<file path="config.mk">
export PLATFORM = sky130hd
export DESIGN_NAME = layer_sequencer
export DESIGN_NICKNAME = d
export VERILOG_FILES = /design/src/rtl/layer_sequencer.sv
export SDC_FILE = /design/constraint.sdc
export NUM_CORES = 1
export LEC_CHECK = 0
export ABC_AREA = 1
export BUFFER_PORTS_ARGS = -buffer_cell sky130_fd_sc_hd__buf_4
export CAP_MARGIN = 20
export CORE_AREA = 2 2 251 253
export CTS_CLUSTER_SIZE = 24
export DETAILED_ROUTE_END_ITERATION = 12
export DIE_AREA = 0 0 253 255
export SYNTH_ARGS = -nofsm -noshare
export SYNTH_HDL_FRONTEND = slang
export SYNTH_SLANG_ARGS = --single-unit
export TNS_END_PERCENT = 100
</file>
<file path="constraint.sdc">
create_clock -name clock -period 2.45 [get_ports clock]
set_input_delay 0.49 -clock clock [delete_from_list [all_inputs] [get_ports clock]]
set_output_delay 0.49 -clock clock [all_outputs]
set_load 0.02 [all_outputs]
</file>
<file path="src/rtl/layer_sequencer.sv">
// Layer sequencer: broadcasts one input vector to out_size nodes, pulses their start, collects each node's result.
// Optional build macro LAYER_SEQUENCER_RELU_EN clamps negative captured results to zero.

module layer_sequencer_lane #(
  parameter int bits            = 16,
  parameter int fractional_bits = 8
) (
  input  logic                   clock,
  input  logic                   reset_n,
  input  logic                   clr,
  input  logic                   cap_en,
  input  logic                   zero_fill,
  input  logic                   ready,
  input  logic signed [bits-1:0] din,
  output logic                   hit,
  output logic                   captured,
  output logic signed [bits-1:0] dout
);
  // 0.0 in the Q(bits-fractional_bits).fractional_bits format
  localparam logic signed [bits-1:0] ZERO = bits'(0 * (1 << fractional_bits));

  logic signed [bits-1:0] din_q;

`ifdef LAYER_SEQUENCER_RELU_EN
  assign din_q = din[bits-1] ? ZERO : din;
`else
  assign din_q = din;
`endif

  // first ready wins; later or held ready on a captured node is ignored
  assign hit = cap_en & ready & ~captured;

  always_ff @(posedge clock or negedge reset_n) begin
    if (!reset_n) begin
      captured <= 1'b0;
      dout     <= '0;
    end else begin
      if (clr)      captured <= 1'b0;
      else if (hit) captured <= 1'b1;
      if (hit)                         dout <= din_q;
      else if (zero_fill && !captured) dout <= ZERO;
    end
  end
endmodule

module layer_sequencer #(
  parameter int bits            = 16,
  parameter int fractional_bits = 8,
  parameter int in_size         = 16,
  parameter int out_size        = 4,
  parameter int TIMEOUT_CYCLES  = 255
) (
  input  logic                                 clock,
  input  logic                                 reset_n,
  input  logic                                 start,
  input  logic signed [in_size-1:0][bits-1:0]  in_data,
  output logic                                 busy,
  output logic                                 done,
  output logic                                 error,
  output logic                                 node_start,
  output logic signed [in_size-1:0][bits-1:0]  node_in,
  input  logic        [out_size-1:0]           node_ready,
  input  logic signed [out_size-1:0][bits-1:0] node_out,
  output logic signed [out_size-1:0][bits-1:0] out_data
);
  localparam int CW = $clog2(TIMEOUT_CYCLES + 1);
  localparam logic [CW-1:0] TO_C = CW'(TIMEOUT_CYCLES);

  localparam logic [1:0] S_IDLE   = 2'd0;
  localparam logic [1:0] S_LAUNCH = 2'd1;
  localparam logic [1:0] S_WAIT   = 2'd2;
  localparam logic [1:0] S_DONE   = 2'd3;

  logic [1:0]          state;
  logic [CW-1:0]       cnt, cnt_inc;
  logic [out_size-1:0] hit, captured;
  logic                accept, all_cap, tmo;

  assign accept  = (state == S_IDLE) & start;
  assign cnt_inc = (cnt == TO_C) ? cnt : cnt + 1'b1;
  assign all_cap = &(captured | hit);
  // completion in the same cycle as the terminal count takes priority
  assign tmo     = (state == S_WAIT) & (cnt_inc == TO_C) & ~all_cap;

  for (genvar g = 0; g < out_size; g++) begin : g_lane
    layer_sequencer_lane #(.bits(bits), .fractional_bits(fractional_bits)) u_lane (
      .clock     (clock),
      .reset_n   (reset_n),
      .clr       (accept),
      .cap_en    (state == S_WAIT),
      .zero_fill (tmo),
      .ready     (node_ready[g]),
      .din       (node_out[g]),
      .hit       (hit[g]),
      .captured  (captured[g]),
      .dout      (out_data[g])
    );
  end

  always_ff @(posedge clock or negedge reset_n) begin
    if (!reset_n) begin
      state      <= S_IDLE;
      cnt        <= '0;
      busy       <= 1'b0;
      done       <= 1'b0;
      error      <= 1'b0;
      node_start <= 1'b0;
      node_in    <= '0;
    end else begin
      case (state)
        S_IDLE: if (start) begin
          node_in    <= in_data;
          error      <= 1'b0;
          busy       <= 1'b1;
          node_start <= 1'b1;
          state      <= S_LAUNCH;
        end
        S_LAUNCH: begin
          node_start <= 1'b0;
          cnt        <= '0;
          state      <= S_WAIT;
        end
        S_WAIT: begin
          cnt <= cnt_inc;
          if (all_cap || tmo) begin
            error <= tmo;
            done  <= 1'b1;
            state <= S_DONE;
          end
        end
        default: begin
          done  <= 1'b0;
          busy  <= 1'b0;
          state <= S_IDLE;
        end
      endcase
    end
  end
endmodule

</file>
======== Word-level counts from Yosys, hierarchy flattened ========
Index checks and enable logic that the tools add are counted.
word-level totals
  flip-flop bits (word level) ............. 338
  bits in latches ......................... 0
  RAM bits ................................ 0
  ROM bits ................................ 0
  output and inout bits ................... 324
  memories ................................ 0
cells by class
  add/sub/neg operators ................... 1
  multipliers ............................. 0
  divide/modulo/power cells ............... 0
  magnitude comparators ................... 0
  eq/ne operators ......................... 6
  shift-type cells ........................ 0
  mux-type cells .......................... 29
  bitwise gates (word level) .............. 19
  reduce and logical (&&, ||, !) cells .... 30
operator list
  kind                                                              number
  16-bit 2-to-1 mux                                                 8
  2-bit nonzero test                                                11
  8-bit == test (second input constant)                             2
  8-bit case mux with 2 select lines                                1
  1-bit 2-to-1 mux                                                  12
  1-bit AND                                                         11
  2-bit AND reduction                                               5
  8-bit by 1-bit adder with 8-bit output (second input constant)    1
  8-bit 2-to-1 mux                                                  1
  1-bit case mux with 2 select lines                                4
  1-bit NOT                                                         7
  2-bit case mux with 3 select lines                                1
  1-bit logical AND                                                 4
  1-bit logical NOT                                                 4
  2-bit 2-to-1 mux                                                  2
  2-bit inequality test (second input constant)                     2
  4-bit bitwise OR                                                  1
  4-bit AND reduction                                               1
  2-bit OR reduction                                                2
  3-bit AND reduction                                               1
  2-bit by 1-bit == test with 1-bit output (second input constant)  1
  2-bit == test (second input constant)                             1
  2-bit logical NOT                                                 1
  1-bit logical OR                                                  1

======== Depth between registers and ports, before layout ========
Gate-level depths: netlist of the first run.
  depth in word-level cells ............... 10
  depth in mapped cells ................... 14
  depth with buffers taken out ............ 13

======== Cells and area by module ========
Synthesis of the first run repeated with hierarchy kept, for this count alone.
second synthesis, totals
  cells, all modules ...................... 1514
  area total of the unflattened synthesis .. 13294.0 µm²
by module, submodules not included
  module                instances  cells an instance  area an instance (µm²)
  layer_sequencer       1          1218               10481.3
  layer_sequencer_lane  4          74                 703.2

======== Worst setup path after synthesis of the first run ========
Ideal clock, no wire load.
  path type ............................... flip-flop to flip-flop
  from .................................... register cnt[1]
  to ...................................... register g_lane[3].u_lane.dout[10]
  library setup time ...................... 115 ps
  arrival time ............................ 1732 ps
  required time ........................... 2335 ps
  setup slack ............................. 602 ps
  stages on the path, launching flop included .. 14
  clock period less this slack ............ 1848 ps
  cell sequence ........................... dfrtp_1 ha_1 nand2_2 nor2_4 nand2_4 nand3_1 nand3_2 nor2_4 nand3_4 nand2_2 nand2_4 buf_12 nand2_4 nand2_2
between the ends
  word-level cells in the longest chain between the ends .. 7
  elaborated cells on any way between the ends .. 8
  those cells by class .................... add/sub (1); eq/ne (2); mux (1); bitwise (2); reduce/logical (2)
RTL lines
  what                                                                            RTL line  RTL
  start: declaration                                                              75        logic [CW-1:0] cnt, cnt_inc;
  start signal: assignment                                                        124       cnt <= cnt_inc;
  8-bit by 1-bit adder with 8-bit output / 8-bit == test (equally long branches)  80        assign cnt_inc = (cnt == TO_C) ? cnt : cnt + 1'b1;
  8-bit 2-to-1 mux (*)                                                            80
  8-bit == test (*)                                                               83        assign tmo = (state == S_WAIT) & (cnt_inc == TO_C) & ~all_cap;
  1-bit AND (*) (2 in a row)                                                      83
  1-bit logical AND (*)                                                           41        else if (zero_fill && !captured) dout <= ZERO;
  2-bit nonzero test (no source line) (*)                                         n/a
  end signal: assignment                                                          40        if (hit) dout <= din_q;
  end: declaration                                                                17        output logic signed [bits-1:0] dout
Every way passes the cells marked *; elsewhere a longest branch is shown, timed or not.
A chain may end at the register's enable or synchronous reset.

======== Final worst setup path of the first run ========
  from .................................... register cnt[1]
  to ...................................... register g_lane[2].u_lane.dout[2]
between the ends
  word-level cells in the longest chain between the ends .. 7
  elaborated cells on any way between the ends .. 8
  those cells by class .................... add/sub (1); eq/ne (2); mux (1); bitwise (2); reduce/logical (2)
RTL lines
  what                                                                            RTL line
  8-bit by 1-bit adder with 8-bit output / 8-bit == test (equally long branches)  80
  8-bit 2-to-1 mux (*)                                                            80
  8-bit == test (*)                                                               83
  1-bit AND (*) (2 in a row)                                                      83
  1-bit logical AND (*)                                                           41
  2-bit nonzero test (no source line) (*)                                         n/a
  end signal: assignment                                                          40
  end: declaration                                                                17
Marks and branches as above.

==> flow_summary.yaml, run 1 <==
sta:
  fmax_mhz: 473
  rsz0062_at_grt: "no"
  clock_skew_ps: 18.3
  whs_ps: 132
  hold_violations: 0
  worstMarginPinSlew_ps: 584
  drv_slew: 0
  timing.final.crit_share: 0.863
  timing.final.crit_period_ps: 2110
  slew_headroom: 0.611
  final.setup.tns_ps: 0
  setup_viol: 0
clocking:
  clk_path_buf_depth: 3
  htreeDepth: 2
  path_clk_slew_ps: 60
  cts_root_buf: "clkbuf_16"
  clock_latency_ps: 550
  cts_tree: "done"
  numClockSinks: 338
  cts-buffers-inserted: 42
  post_cts_resized: 0
global_route:
  grt_pass1_wl_um: 69400
  grt_antenna_before_repair: 8
  grt_max_degree: 109
  grt-ovfl-total: 0
  grt_usage: 0.139
  grt_pass1_vias: 11700
drt:
  vias_per_cell: 4.00
  wl_um: 47500
  routedWlPerCell_um: 15.9
  drt_first_pass_iters: 4
  drtIter0Drc: 529
  via_count: 12000
  drc: 0
  postRouteAntennaNets: 0
pwr:
  leakagePower_uw: 0.0115
  vdd_drop_max_uv: 722
  p_per_area_nw_per_um2: 1390
  total_power_uw: 29000
worst_setup_path:
  crit_path_start_kind: "register"
  cp-end-kind: "register"
  r2r-end: "g_lane[2].u_lane.dout[2]$_DFFE_PN0P_"
  critPathMaxFanout: 16
  crit_start: "cnt[1]$_DFFE_PN0N_"
  worstReg2RegStart: "cnt[1]$_DFFE_PN0N_"
  reg2reg_depth: 12
  rrSetupSlack_ps: 340
  cp.required_ps: 2870
  path_cells: "ha_1 > nand2_2 > nor2_4 > nand3_1 > nand2_1 > nand3_1 > nor2_4 > nand3_4 > nand2_2 > nand2_4 > nand2_1 > nand2_1"
  path_delay_family: "simple AND/OR/NAND/NOR gates"
  path_common_cell: "nand2_1"
  cp.buffers_inverters: 0
  worstPathArrival_ps: 2530
  cpMaxStageDelayCell: "dfrtp_1"
  crit_type: "register to register"
  cpPeakStageDelay_ps: 420
cells_and_area:
  final_area_um2: 20800
  final_common_cell: "nand2_1"
  final_nets: 2502
  multi_input_area_um2: 4680
  final_cell_mix: "nand2_1, buf_4, dfrtp_1"
  finish.utilization: 0.335
  synthToLayoutAreaGrowth_pct: 53.9
  drive_above_1_share: 0.384
  n_fill_cell: 6458
  seq_area_um2: 8460
min_path:
  hp-start: "in_data[170]"
  hold_end: "node_in[170]$_DFFE_PN0P_"
  holdCritPathClass: "primary input to register"
  whs_path_depth: 3
die:
  die-area_um2: 64500
  chipWidth_um: 253
  rows: 92
  dieHeight_um: 255
  coreArea_um2: 62200
  io_pins: 651
  initial_core_util: 0.218
synth:
  synth_seq_cells: 338
  netlist_area_um2: 13500
  postSynthAreaPerCell_um2: 8.96
  synth.distinct_cells: 22
  ys_warn_count: 0
  synth_nets: 1844
  synthCells: 1512
  ys_seq_area_frac: 0.625
place:
  io_buffers: 650
  place_congestion: 0.813
  hpwlAfterDp_um: 35300
  place_area_um2: 19500
status:
  status: "finished, final reports clean"
flow_run:
  drv_cap: 0
timing repair:
item,4_1_cts,5_1_grt
hold buffers,1,0
buffers inserted,0,0
endpoints found under the hold margin,41,0
worst min-delay path: cells and delay by family:
kind                   cells  cell delay, ps
buffers and inverters      1              80
AND/OR/NAND/NOR            2              80
area by class of cell:
cell class | count | share of cell area
Antenna cell | 1 | 0.000120
Inverter | 25 | 0.00486
Timing Repair Buffer | 680 | 0.251
Multi-Input combinational cell | 1083 | 0.225
Tap cell | 799 | 0.0480
Sequential cell | 338 | 0.406
Clock inverter | 11 | 0.00702
Clock buffer | 59 | 0.0588
layer usage:
layer  global-route usage  up-vias  share of wire
li1                     -     5884              -
met2                0.227      461           0.47
met3               0.0543       87          0.095
met1                0.168     5551           0.40
met5                    0        -         0.0019
met4               0.0492       12          0.031
synth_stat cells:
library cell    n  area [um2]
nand2_1       931        3490
dfrtp_1       338        8460
clkbuf_1       58         218
nand2_2        46         288
nand2_4        45         507
inv_1          23        86.3
nand3_1        18        90.1
nor2_1         13        48.8
ha_1            5        62.6
nand4_1         5        31.3
buf_1           4        15.0
buf_12          4        80.1
nor2_4          4        45.0
o21ai_0         4        20.0
o21ai_1         3        15.0
o22ai_1         3        18.8
a21oi_1         2        10.0
nand3_2         2        20.0
clkinv_1        1        3.75
inv_2           1        3.75
nand3_4         1        17.5
o21ai_2         1        8.76
per-stage QoR:
stage | worst slack [ps] | instances
6_report | 335 | 2996
5_1_grt | 111 | 2995
4_1_cts | 298 | 2995
3_5_place_dp | 347 | 2924
3_3_place_gp | 403 | 2924
2_1_floorplan | 602 | 1512
registers in the layout, indices dropped and copies added, names as in the netlist:
signal                  cells
done                        1
state                       2
g_lane.u_lane.dout         64
cnt                         8
error                       1
node_start                  1
g_lane.u_lane.captured      4
node_in                   256
busy                        1
how the worst max path moves through the flow:
stage	slack, ps	end	depth (start not counted)
6_report	340	g_lane[2].u_lane.dout[2]$_DFFE_PN0P_	12
5_1_grt	110	g_lane[2].u_lane.dout[0]$_DFFE_PN0P_	12
4_1_cts	300	g_lane[2].u_lane.dout[2]$_DFFE_PN0P_	12
3_5_place_dp	350	g_lane[2].u_lane.dout[14]$_DFFE_PN0P_	12
3_3_place_gp	400	g_lane[2].u_lane.dout[3]$_DFFE_PN0P_	12
2_1_floorplan	600	g_lane[3].u_lane.dout[10]$_DFFE_PN0P_	13
power by group:
group	leakage [uW]	internal, uW	switching [uW]	total, uW
sequential	0.00423	8150	1720	9870
combinational	0.00660	5160	7750	12900
clock	0.000670	3790	2430	6220
total	0.0115	17100	11900	29000
kinds of logic after synthesis:
| group | Yosys count | synth area share |
|---|---|---|
| buffers and inverters | 91 | 0.0300 |
| AND/OR/NAND/NOR | 1065 | 0.335 |
| flip-flops | 338 | 0.625 |
| AO/OA/AOI/OAI | 13 | 0.00536 |
| adder cells (fa/ha/maj) | 5 | 0.00462 |
(Power assumes the default switching activity.)
==> run 2, diff against run 1 <==
--- a/config.mk
+++ b/config.mk
@@ -8,10 +8,10 @@
 export ABC_AREA = 1
 export BUFFER_PORTS_ARGS = -buffer_cell sky130_fd_sc_hd__buf_4
 export CAP_MARGIN = 20
-export CORE_AREA = 2 2 251 253
+export CORE_AREA = 4 4 253 255
 export CTS_CLUSTER_SIZE = 24
 export DETAILED_ROUTE_END_ITERATION = 12
-export DIE_AREA = 0 0 253 255
+export DIE_AREA = 0 0 257 259
 export SYNTH_ARGS = -nofsm -noshare
 export SYNTH_HDL_FRONTEND = slang
 export SYNTH_SLANG_ARGS = --single-unit
==> flow_summary.yaml, run 2 (synthesized netlist as in run 1, its figures left out) <==
place:
  place_congestion: 0.870
  io_buffers: 650
  hpwlAfterDp_um: 36400
worst_setup_path:
  worstPathArrival_ps: 2560
  path_cells: "ha_1 > nand2_2 > nor2_4 > nand2_4 > nand3_1 > nand3_2 > nor2_4 > nand3_4 > nand2_2 > nand2_4 > nand2_1 > nand2_1"
  rrSetupSlack_ps: 320
  crit_path_start_kind: "register"
  critPathMaxFanout: 16
  cp-end-kind: "register"
  crit_start: "cnt[1]$_DFFE_PN0N_"
  r2r-end: "g_lane[1].u_lane.dout[2]$_DFFE_PN0P_"
  worstReg2RegStart: "cnt[1]$_DFFE_PN0N_"
  cp.required_ps: 2880
  reg2reg_depth: 12
  crit_type: "register to register"
  cpMaxStageDelayCell: "dfrtp_1"
  cpPeakStageDelay_ps: 430
  crit_path_end: "g_lane[1].u_lane.dout[2]$_DFFE_PN0P_"
cells_and_area:
  final_nets: 2497
  final_common_cell: "nand2_1"
  diodes: 0
  drive_above_1_share: 0.384
  synthToLayoutAreaGrowth_pct: 54.8
  regMostFlops: "node_in"
  final_cell_mix: "nand2_1, buf_4, dfrtp_1"
  largest_reg_flops: 256
  reg.largest.list: "node_in x256, g_lane.u_lane.dout x64, cnt x8"
global_route:
  grt_max_degree: 180
  grt_pass1_vias: 12800
  grt-ovfl-total: 0
  grt_usage: 0.140
  grt_antenna_before_repair: 4
  use_met1: 0.165
  grt_pass1_wl_um: 74300
  top_usage_layer: "met2"
  use_met3: 0.0507
  grt_util_met2: 0.238
min_path:
  holdCritPathClass: "primary input to register"
  whs_path_depth: 3
die:
  die-area_um2: 66600
  coreArea_um2: 61600
  io_pins: 651
  chipWidth_um: 257
  initial_core_util: 0.220
  rows: 91
  dieHeight_um: 259
flow_run:
  drv_cap: 0
sta:
  fmax_mhz: 469
  drv_slew: 0
  clock_skew_ps: 17.2
  setup_viol: 0
  whs_ps: 128
  final.setup.tns_ps: 0
  timing.final.crit_period_ps: 2130
  rsz0062_at_grt: "no"
  timing.final.crit_share: 0.870
  slew_headroom: 0.380
  hold_violations: 0
  worstMarginPinSlew_ps: 929
pwr:
  p_per_area_nw_per_um2: 1400
  leakagePower_uw: 0.0115
  vdd_drop_max_uv: 745
clocking:
  numClockSinks: 338
  cts_root_buf: "clkbuf_16"
  clock_latency_ps: 550
  cts_tree: "done"
  htreeDepth: 2
  clk_path_buf_depth: 3
  path_clk_slew_ps: 60
  cts-buffers-inserted: 41
drt:
  vias_per_cell: 4.04
  via_count: 12200
  wl_um: 48500
  drtIter0Drc: 680
  routedWlPerCell_um: 16.0
  drt_first_pass_iters: 5
  postRouteAntennaNets: 0
  drc: 0
status:
  status: "finished, final reports clean"
-- run 2: cell count changes in the layout (fill, tap and decap cells not counted) --
cell,delta
buf_12,+2
buf_4,-6
bufinv_16,+1
clkbuf_1,+1
clkbuf_8,+3
clkinv_2,-1
diode_2,-1
-- run 2: timing repair --
action | 4_1_cts | 5_1_grt
gates resized for setup | 0 | 0
buffers inserted | 0 | 0
hold buffers | 1 | 0
hold endpoints to repair | 36 | 0
-- run 2: cell type report --
type / count / area (um2)
clock inverter: 11 / 171
clock buffer: 63 / 1270
multi-input combinational: 1083 / 4680
fill: 6330 / 40600
inverter: 25 / 101
tap: 837 / 1050
sequential: 338 / 8460
timing repair buffer: 676 / 5220
-- run 2: per-stage QoR --
step                       util  setup WS [ps]  power (uW)  cell area (um2)  instances
after detailed placement  0.317            311       23100            19500       2958
after floorplan               -            602       16700            13500       1512
after CTS                 0.340            303       29800            21000       3033
final                     0.340            319       29300            21000       3033
after global placement    0.317            414       22900            19500       2958
after global routing      0.340            132       31200            21000       3033
-- run 2: where the power goes --
part / switching, uW / total (uW) / internal (uW)
logic: 7830 / 13000 / 5180
clock network: 2420 / 6410 / 3990
registers: 1720 / 9870 / 8150
-- run 2: critical path: cells and delay by family (launching register included) --
kind          cells  cell delay (ps)
fa+ha+maj         1              230
flops             1              430
simple gates     11             1340
-- run 2: layer usage --
metal | part of all wire | vias up | wire [um]
met4 | 0.033 | 8 | 1580
met5 | 0.0012 | - | 59
li1 | - | 5869 | -
met1 | 0.39 | 5786 | 18900
met3 | 0.090 | 89 | 4360
met2 | 0.49 | 494 | 23600
-- run 2: worst min-delay path by stage --
stage | end | slack, ps | startpoint
floorplan | busy$_DFFE_PN0P_ | 190 | reset_n
finish | node_in[80]$_DFFE_PN0P_ | 130 | in_data[80]
global placement | node_in[45]$_DFFE_PN0P_ | 460 | reset_n
CTS | node_in[190]$_DFFE_PN0P_ | 70 | in_data[190]
global route | node_in[65]$_DFFE_PN0P_ | 80 | in_data[65]
detailed placement | node_in[45]$_DFFE_PN0P_ | 450 | reset_n
